--- config.mk ---
export PLATFORM = sky130hd
export DESIGN_NAME = rs232_tx_packet
export DESIGN_NICKNAME = d
export VERILOG_FILES = /design/src/rtl/rs232_pkg.sv /design/src/rtl/uart_tx_byte.sv /design/src/rtl/rs232_tx_packet.sv
export SDC_FILE = /design/constraint.sdc
export NUM_CORES = 1
export LEC_CHECK = 0
export CORE_MARGIN = 3
export CORE_UTILIZATION = 55
export DETAILED_ROUTE_END_ITERATION = 12
export GPL_ROUTABILITY_DRIVEN = 0
export PLACE_DENSITY = 0.79
export SYNTH_ARGS = -nofsm -noshare
export SYNTH_HDL_FRONTEND = slang
export SYNTH_SLANG_ARGS = --single-unit
--- constraint.sdc ---
create_clock -name clk -period 2.6 [get_ports clk]
set_input_delay 0.78 -clock clk [delete_from_list [all_inputs] [get_ports clk]]
set_output_delay 0.78 -clock clk [all_outputs]
set_load 0.02 [all_outputs]
--- src/rtl/rs232_pkg.sv ---
// rs232_pkg: framing constants, serializer state encoding and packet builder shared by the RS232 blocks.
package rs232_pkg;
   localparam logic [7:0] STX = 8'h02;
   localparam logic [7:0] ETX = 8'h03;
   localparam int PKT_BYTES = 8;
   typedef enum logic [2:0] {IDLE, START, DATA, STOP, GAP} state_t;
   // Byte i of the packet sits at bits [8i+7:8i]; byte 6 is reserved, byte 1 bit7 marks a read response.
   function automatic logic [8*PKT_BYTES-1:0] build_pkt(input logic [6:0] addr, input logic [31:0] data);
      return {ETX, 8'h00, data, 1'b0, addr, STX};
   endfunction
endpackage

--- src/rtl/uart_tx_byte.sv ---
// uart_tx_byte: 8N1 byte serializer with trailing idle gap; ready is high in IDLE and in the last gap cycle.
module uart_tx_byte import rs232_pkg::*; #(
   parameter int CLKS_PER_BIT = 2494,
   parameter int GAP_BITS     = 2
) (
   input  logic       clk,
   input  logic       rst,
   input  logic       load,
   input  logic [7:0] data,
   output logic       tx,
   output logic       ready
);
   localparam int TW = CLKS_PER_BIT > 1 ? $clog2(CLKS_PER_BIT) : 1;
   localparam int GW = GAP_BITS > 1 ? $clog2(GAP_BITS) : 1;
   localparam logic [TW-1:0] T_LAST = TW'(CLKS_PER_BIT - 1);
   localparam logic [GW-1:0] G_LAST = GW'(GAP_BITS > 0 ? GAP_BITS - 1 : 0);
   state_t state, state_d;
   logic [TW-1:0] timer;
   logic [GW-1:0] gap_cnt;
   logic [2:0] bit_idx, bit_d;
   logic [7:0] shreg;
   logic tick, byte_end, tx_d;
   assign tick = state != IDLE && timer == T_LAST;
   // Loading in the final gap cycle chains bytes with no idle cycle between them.
   assign byte_end = tick && ((state == GAP && gap_cnt == G_LAST) || (state == STOP && GAP_BITS == 0));
   assign ready = state == IDLE || byte_end;
   always_ff @(posedge clk) begin
      if (rst) begin
         state   <= IDLE;
         timer   <= '0;
         gap_cnt <= '0;
         bit_idx <= '0;
         shreg   <= '0;
         tx      <= 1'b1;
      end else begin
         state   <= state_d;
         timer   <= (state == IDLE || tick) ? '0 : timer + 1'b1;
         gap_cnt <= (state == GAP && tick) ? (gap_cnt == G_LAST ? '0 : gap_cnt + 1'b1) : gap_cnt;
         bit_idx <= bit_d;
         if (load && ready) shreg <= data;
         tx      <= tx_d;
      end
   end
   always_comb begin
      state_d = state;
      case (state)
         IDLE:    state_d = load ? START : IDLE;
         START:   if (tick) state_d = DATA;
         DATA:    if (tick && bit_idx == 3'd7) state_d = STOP;
         STOP:    if (tick) state_d = GAP_BITS == 0 ? (load ? START : IDLE) : GAP;
         GAP:     if (byte_end) state_d = load ? START : IDLE;
         default: state_d = IDLE;
      endcase
   end
   always_comb begin
      bit_d = (state == DATA && tick) ? bit_idx + 3'd1 : bit_idx;
      tx_d  = state_d == START ? 1'b0 : state_d == DATA ? shreg[bit_d] : 1'b1;
   end
endmodule

--- src/rtl/rs232_tx_packet.sv ---
// rs232_tx_packet: latches a RAM read response and sends it as an 8-byte framed 8N1 packet.
module rs232_tx_packet import rs232_pkg::*; #(
   parameter int CLKS_PER_BIT = 2494,
   parameter int GAP_BITS     = 2
) (
   input  logic        clk,
   input  logic        rst,
   input  logic        tx_start,
   input  logic [31:0] ram_out,
   input  logic [6:0]  addr,
   output logic        tx,
   output logic        busy,
   output logic        done
);
   logic [8*PKT_BYTES-1:0] pkt;
   logic [2:0] byte_idx, idx_nxt;
   logic [7:0] byte_d;
   logic ready, load, last;
   assign idx_nxt = byte_idx + 3'd1;
   assign last    = byte_idx == 3'(PKT_BYTES - 1);
   // Byte 0 is STX, fed straight from the constant so the start bit goes out the cycle after accept.
   assign load    = busy ? ready && !last : tx_start;
   assign byte_d  = busy ? pkt[{idx_nxt, 3'b000} +: 8] : STX;
   always_ff @(posedge clk) begin
      if (rst) begin
         pkt      <= '0;
         byte_idx <= '0;
         busy     <= 1'b0;
         done     <= 1'b0;
      end else begin
         done <= busy && ready && last;
         if (!busy && tx_start) begin
            pkt      <= build_pkt(addr, ram_out);
            byte_idx <= '0;
            busy     <= 1'b1;
         end else if (busy && ready) begin
            if (last) busy <= 1'b0;
            else byte_idx <= idx_nxt;
         end
      end
   end
   uart_tx_byte #(.CLKS_PER_BIT(CLKS_PER_BIT), .GAP_BITS(GAP_BITS)) u_byte (
      .clk   (clk),
      .rst   (rst),
      .load  (load),
      .data  (byte_d),
      .tx    (tx),
      .ready (ready)
   );
endmodule

==> results of run 1 <==
## through the flow
step	hold slack, ns	util	power (mW)	setup slack, ns
6_report	0.456	0.717	2.56	0.236
5_1_grt	0.476	0.717	2.65	0.183
4_1_cts	0.456	0.717	2.57	0.227
3_5_place_dp	0.446	0.675	1.50	0.472
3_3_place_gp	0.441	0.675	1.49	0.536
2_1_floorplan	0.433	-	1.39	0.652
## routing by layer
| layer | wire length [um] | up-vias | global-route usage |
|---|---|---|---|
| met5 | 0 | - | 0 |
| met2 | 3300 | 59 | 0.320 |
| li1 | - | 1432 | - |
| met3 | 263 | 11 | 0.0304 |
| met4 | 105 | 0 | 0.0789 |
| met1 | 3270 | 1287 | 0.259 |
## cell families after synthesis
| kind of cell | Yosys count |
|---|---|
| and+or+nand+nor | 165 |
| muxes | 25 |
| adders and majority gates | 6 |
| DFF | 73 |
| xor gates and xnor gates | 12 |
| buffers and inverters | 27 |
| AOI/OAI and AO/OA | 81 |
## state kept, by name (all words and copies together), names as in the netlist
name            count
u_byte.timer       12
pkt                40
u_byte.shreg        8
byte_idx            3
u_byte.state        3
busy                1
done                1
u_byte.bit_idx      3
u_byte.gap_cnt      1
u_byte.tx           1
## tightest hold or removal path: stages, from the launching register on
cell and delay, ns:
dfxtp_1 0.31, nand2_1 0.05, a21oi_1 0.05
## cells in the final DEF, fill, tap and decap left out, drive strengths merged, types with 2 or more instances in the layout
cell and instances:
a21oi 51, a22o 5, a311oi 2, and3 2, buf 7, bufinv 3, clkbuf 11, clkdlybuf4s50 43
dfxtp 73, ha 6, mux2i 19, mux4 5, nand2 87, nand2b 4, nand3 6, nand3b 4
nand4 5, nor2 27, nor2b 3, nor3 7, nor3b 5, nor4 2, o211ai 2, o21ai 6
o22ai 6, or3 3, or3b 3, xnor2 2, xor2 10
## layout make-up
cell class | count | area (sq um)
sequential | 73 | 1460
clock buffer | 11 | 141
fill | 464 | 1610
inverter | 1 | 3.75
multi-input combinational | 289 | 1800
clock inverter | 5 | 103
timing repair buffer | 50 | 493
tap | 72 | 90.1
## how the worst max path moves through the flow
stage	cells past startpoint	from	to
2_1_floorplan	6	u_byte.timer[0]	u_byte.shreg[2]
3_5_place_dp	5	tx_start	pkt[14]
5_1_grt	1	busy	busy
3_3_place_gp	6	u_byte.timer[0]	u_byte.shreg[5]
6_report	1	busy	busy
4_1_cts	1	busy	busy
## power breakdown
group | switching (mW) | internal, mW
Clock | 0.417 | 0.663
Combinational | 0.135 | 0.142
Sequential | 0.0340 | 1.16
==> results.toml, run 1 <==
[status]
status = "completed"

[yosys]
synth_xor_area_frac = 0.0312
synthDistinctLibCells = 55
synth_compound_area_frac = 0.148
synthTopCellsByArea = "dfxtp_1 (43%), nand2_1 (9.7%), a21oi_1 (7.6%), mux2i_1 (5.6%), mux4_2 (3.3%)"
synth_edf_count = 0
synthAdderAreaFrac = 0.0223
synth_top_cells_by_count = "nand2_1 (87), dfxtp_1 (73), a21oi_1 (51)"
synth_top_family_by_area = "simple AND/OR/NAND/NOR gates"
synth-seq-area-share = 0.434
ys_warn_count = 0
synth-simple-area-share = 0.240
netlist_area_sq_um = 3370
syn_avg_cell_area_sq_um = 8.66
async_flop_share = 0
yosysTopAreaCellShare = 0.434
yosysTopAreaCell = "dfxtp_1"
synth_flop_cell = "dfxtp_1"
syn_nets = 437
synth_most_common_cell = "nand2_1"
synth_seq_cells = 73
synth_mux_area_frac = 0.0932
syn_inst = 389

[routing]
drc = 0
drt-pass1-iter-count = 4
wl_per_cell_um = 13.8
vias_per_cell = 5.57
drt-initial-drc-count = 149
dr_total_vias = 2789
drt-total-wl_um = 6930
ant_nets = 0

[sta]
finClkSkew_ns = 0.0115
setup_viol_count_final = 0
fmax_mhz = 423
setup_tns_ns = 0
maxSlewHeadroom = 0.596
worst_pin_slew_ns = 0.601
post-route-period-util = 0.909
hold_viol = 0
finalCriticalPeriod_ns = 2.36
rsz0062_at_grt = "no"
slew_violations = 0

[setup_path]
critPathTopFamily = "buffers and inverters"
path_class = "reg -> out"
r2r_slack_ns = 0.46
path_max_fanout = 11
cp_cell_sequence = "clkdlybuf4s50_1"
r2r_start = "u_byte.timer[0]"
reg2reg_depth = 6
arrival_ns = 1.58
max_stage_delay_ns = 0.68
critPathLaunchType = "flop"
path_buf_inv = 1
r2r_end = "u_byte.shreg[5]"
required_ns = 1.82
cp_slowest_cell = "clkdlybuf4s50_1"
cp-end-kind = "output port"

[clocking]
cts_root_buf = "clkbuf_8"
cts_resized = 0
cts_setup_buffers = 0
clockBufferDepth = 2
cts_tree = "yes"
htreeDepth = 3
clkLatencyLatePin_ns = 0.34
numClockSinks = 73
cts-hold-fix-buffers = 0
path_clk_slew_ns = 0.08
cts_buffers = 9

[die]
rows = 27
core_sq_um = 5710
ios = 45
dieWidth_um = 84.3
initial_core_util = 0.590
dieArea_sq_um = 7100
fp.dieH_um = 84.3

[global_route]
antenna_found_initial = 0
track_usage = 0.196
grt_pass1_vias = 2585
grt-ovfl-total = 0
grt_start_max_net_pins = 44
grt_pass1_wl_um = 11500

[min_path]
hold_end = "pkt[41]"
hold_path_depth = 2
hp-start = "pkt[41]"
hp-class = "reg -> reg"

[cells_and_area]
postLayoutCellArea_sq_um = 4100
antenna_cells = 0
fin_cells = 501
syn2layout_area_growth_pct = 21.6
layout-drive-gt1-share = 0.0979
nets = 472

[placed_design]
place_area_sq_um = 3850
dp_hpwl_um = 4810
io_buffers = 44
place_inst = 485

[pwr]
power_density_nw_per_um2 = 624
ir_drop_mv = 0.300
p_leak_nw = 1.49

[job]
maxCapViolations = 0
No activity file was read; power rests on OpenSTA's default activity.
==> run 2, diff against run 1 <==
Settings changed: RECOVER_POWER set to 100, SLEW_MARGIN set to 20.
==> run 2 against run 1 <==
Cell area decreased by 0.98%; total power decreased by 0.55%; clock power about the same; via count decreased by 0.43%; sequential cell count unchanged; utilization decreased by 0.70 points; final cell count unchanged; clock-buffer cell count unchanged.
==> results.toml, run 2 (synthesized netlist as in run 1, its figures left out) <==
[die]
dieWidth_um = 84.3
dieArea_sq_um = 7100
initial_core_util = 0.590
fp.dieH_um = 84.3
core_sq_um = 5710
ios = 45
rows = 27

[setup_path]
max_stage_delay_ns = 0.73
crit_path_start = "busy"
critPathTopFamily = "buffers and inverters"
arrival_ns = 1.61
r2r_start = "u_byte.timer[0]"
critPathLaunchType = "flop"
required_ns = 1.82
path_buf_inv = 1
cp-end-kind = "output port"
cp_slowest_cell = "dlygate4sd3_1"
path_class = "reg -> out"
path_max_fanout = 11
cp_cell_sequence = "dlygate4sd3_1"

[clocking]
cts_setup_buffers = 0
cts_buffers = 9
cts_resized = 0
htreeDepth = 3
path_clk_slew_ns = 0.08
clkLatencyLatePin_ns = 0.34
numClockSinks = 73
clockBufferDepth = 2
cts_tree = "yes"
cts_root_buf = "clkbuf_8"
cts-hold-fix-buffers = 0

[cells_and_area]
antenna_cells = 0
final_common_cell = "nand2_1"
layout-drive-gt1-share = 0.0886
syn2layout_area_growth_pct = 20.4
reg_top3 = "pkt: 40 flops, u_byte.timer: 12 flops, u_byte.shreg: 8 flops"
nets = 472
largest-register = "pkt"
largest_register_ffs = 40
layout_common_cells = "nand2_1 (87), dfxtp_1 (73), a21oi_1 (51)"
final_util = 0.710

[sta]
finalCriticalPeriod_ns = 2.39
maxSlewHeadroom = 0.469
rsz0062_at_grt = "no"
slew_violations = 0
fmax_mhz = 419
post-route-period-util = 0.918
finClkSkew_ns = 0.00934
hold_viol = 0
worst_pin_slew_ns = 0.796
setup_tns_ns = 0
setup_viol_count_final = 0

[routing]
drt-pass1-iter-count = 4
wl_per_cell_um = 13.8
vias_per_cell = 5.54
dr_total_vias = 2777
drt-initial-drc-count = 147
drt-total-wl_um = 6920
ant_nets = 0
drc = 0

[global_route]
grt_start_max_net_pins = 44
track_usage = 0.196
grt_pass1_wl_um = 11500
grt-ovfl-total = 0
antenna_found_initial = 0
grt_pass1_vias = 2585

[pwr]
power_density_nw_per_um2 = 627
ir_drop_mv = 0.299
p_leak_nw = 1.47

[status]
status = "completed"

[placed_design]
io_buffers = 44
dp_hpwl_um = 4810

[min_path]
hp-start = "pkt[41]"
hp-class = "reg -> reg"

[job]
maxCapViolations = 0
## run 2: changes by cell type in the layout (fill, tap and decap cells not counted), sizes merged
| cell | before | now |
|---|---|---|
| clkdlybuf4s50 | 43 | 39 |
| dlygate4sd3 | 0 | 4 |
| buf | 7 | 6 |
| clkbuf | 11 | 12 |
## run 2: report_power, final
part / internal [mW] / total [mW] / switching (mW)
clock network: 0.663 / 1.08 / 0.414
logic: 0.135 / 0.267 / 0.133
registers: 1.16 / 1.20 / 0.0334
## run 2: metrics by stage
step	std cells	area [sq um]	hold slack, ns	setup WS, ns	total power, mW
floorplan	389	3370	0.433	0.652	1.39
global placement	485	3850	0.441	0.536	1.49
detailed placement	485	3850	0.446	0.472	1.50
CTS	501	4100	0.456	0.227	2.57
global route	501	4060	0.476	0.113	2.64
finish	501	4060	0.456	0.214	2.54
## run 2: cell type report
class / instances / area, sq um
Tap cell: 72 / 90.1
Multi-Input combinational cell: 289 / 1780
Sequential cell: 73 / 1460
Inverter: 1 / 3.75
Clock inverter: 5 / 103
Fill cell: 470 / 1650
Timing Repair Buffer: 50 / 478
Clock buffer: 11 / 141
## run 2: routing by layer
metal  wire length [um]  vias up  global-route usage
li1                   -     1428                   -
met1               3300     1285               0.259
met2               3300       53               0.320
met3                223       11              0.0304
met4                105        0              0.0789
met5                  0        -                   0
## run 2: final timing paths
path	to	slack, ns	depth (start not counted)
worst min register to register	pkt[41]	0.46	2
worst min-delay path	pkt[41]	0.46	2
worst max-delay path	busy	0.21	1
worst max register to register	u_byte.shreg[5]	0.30	6
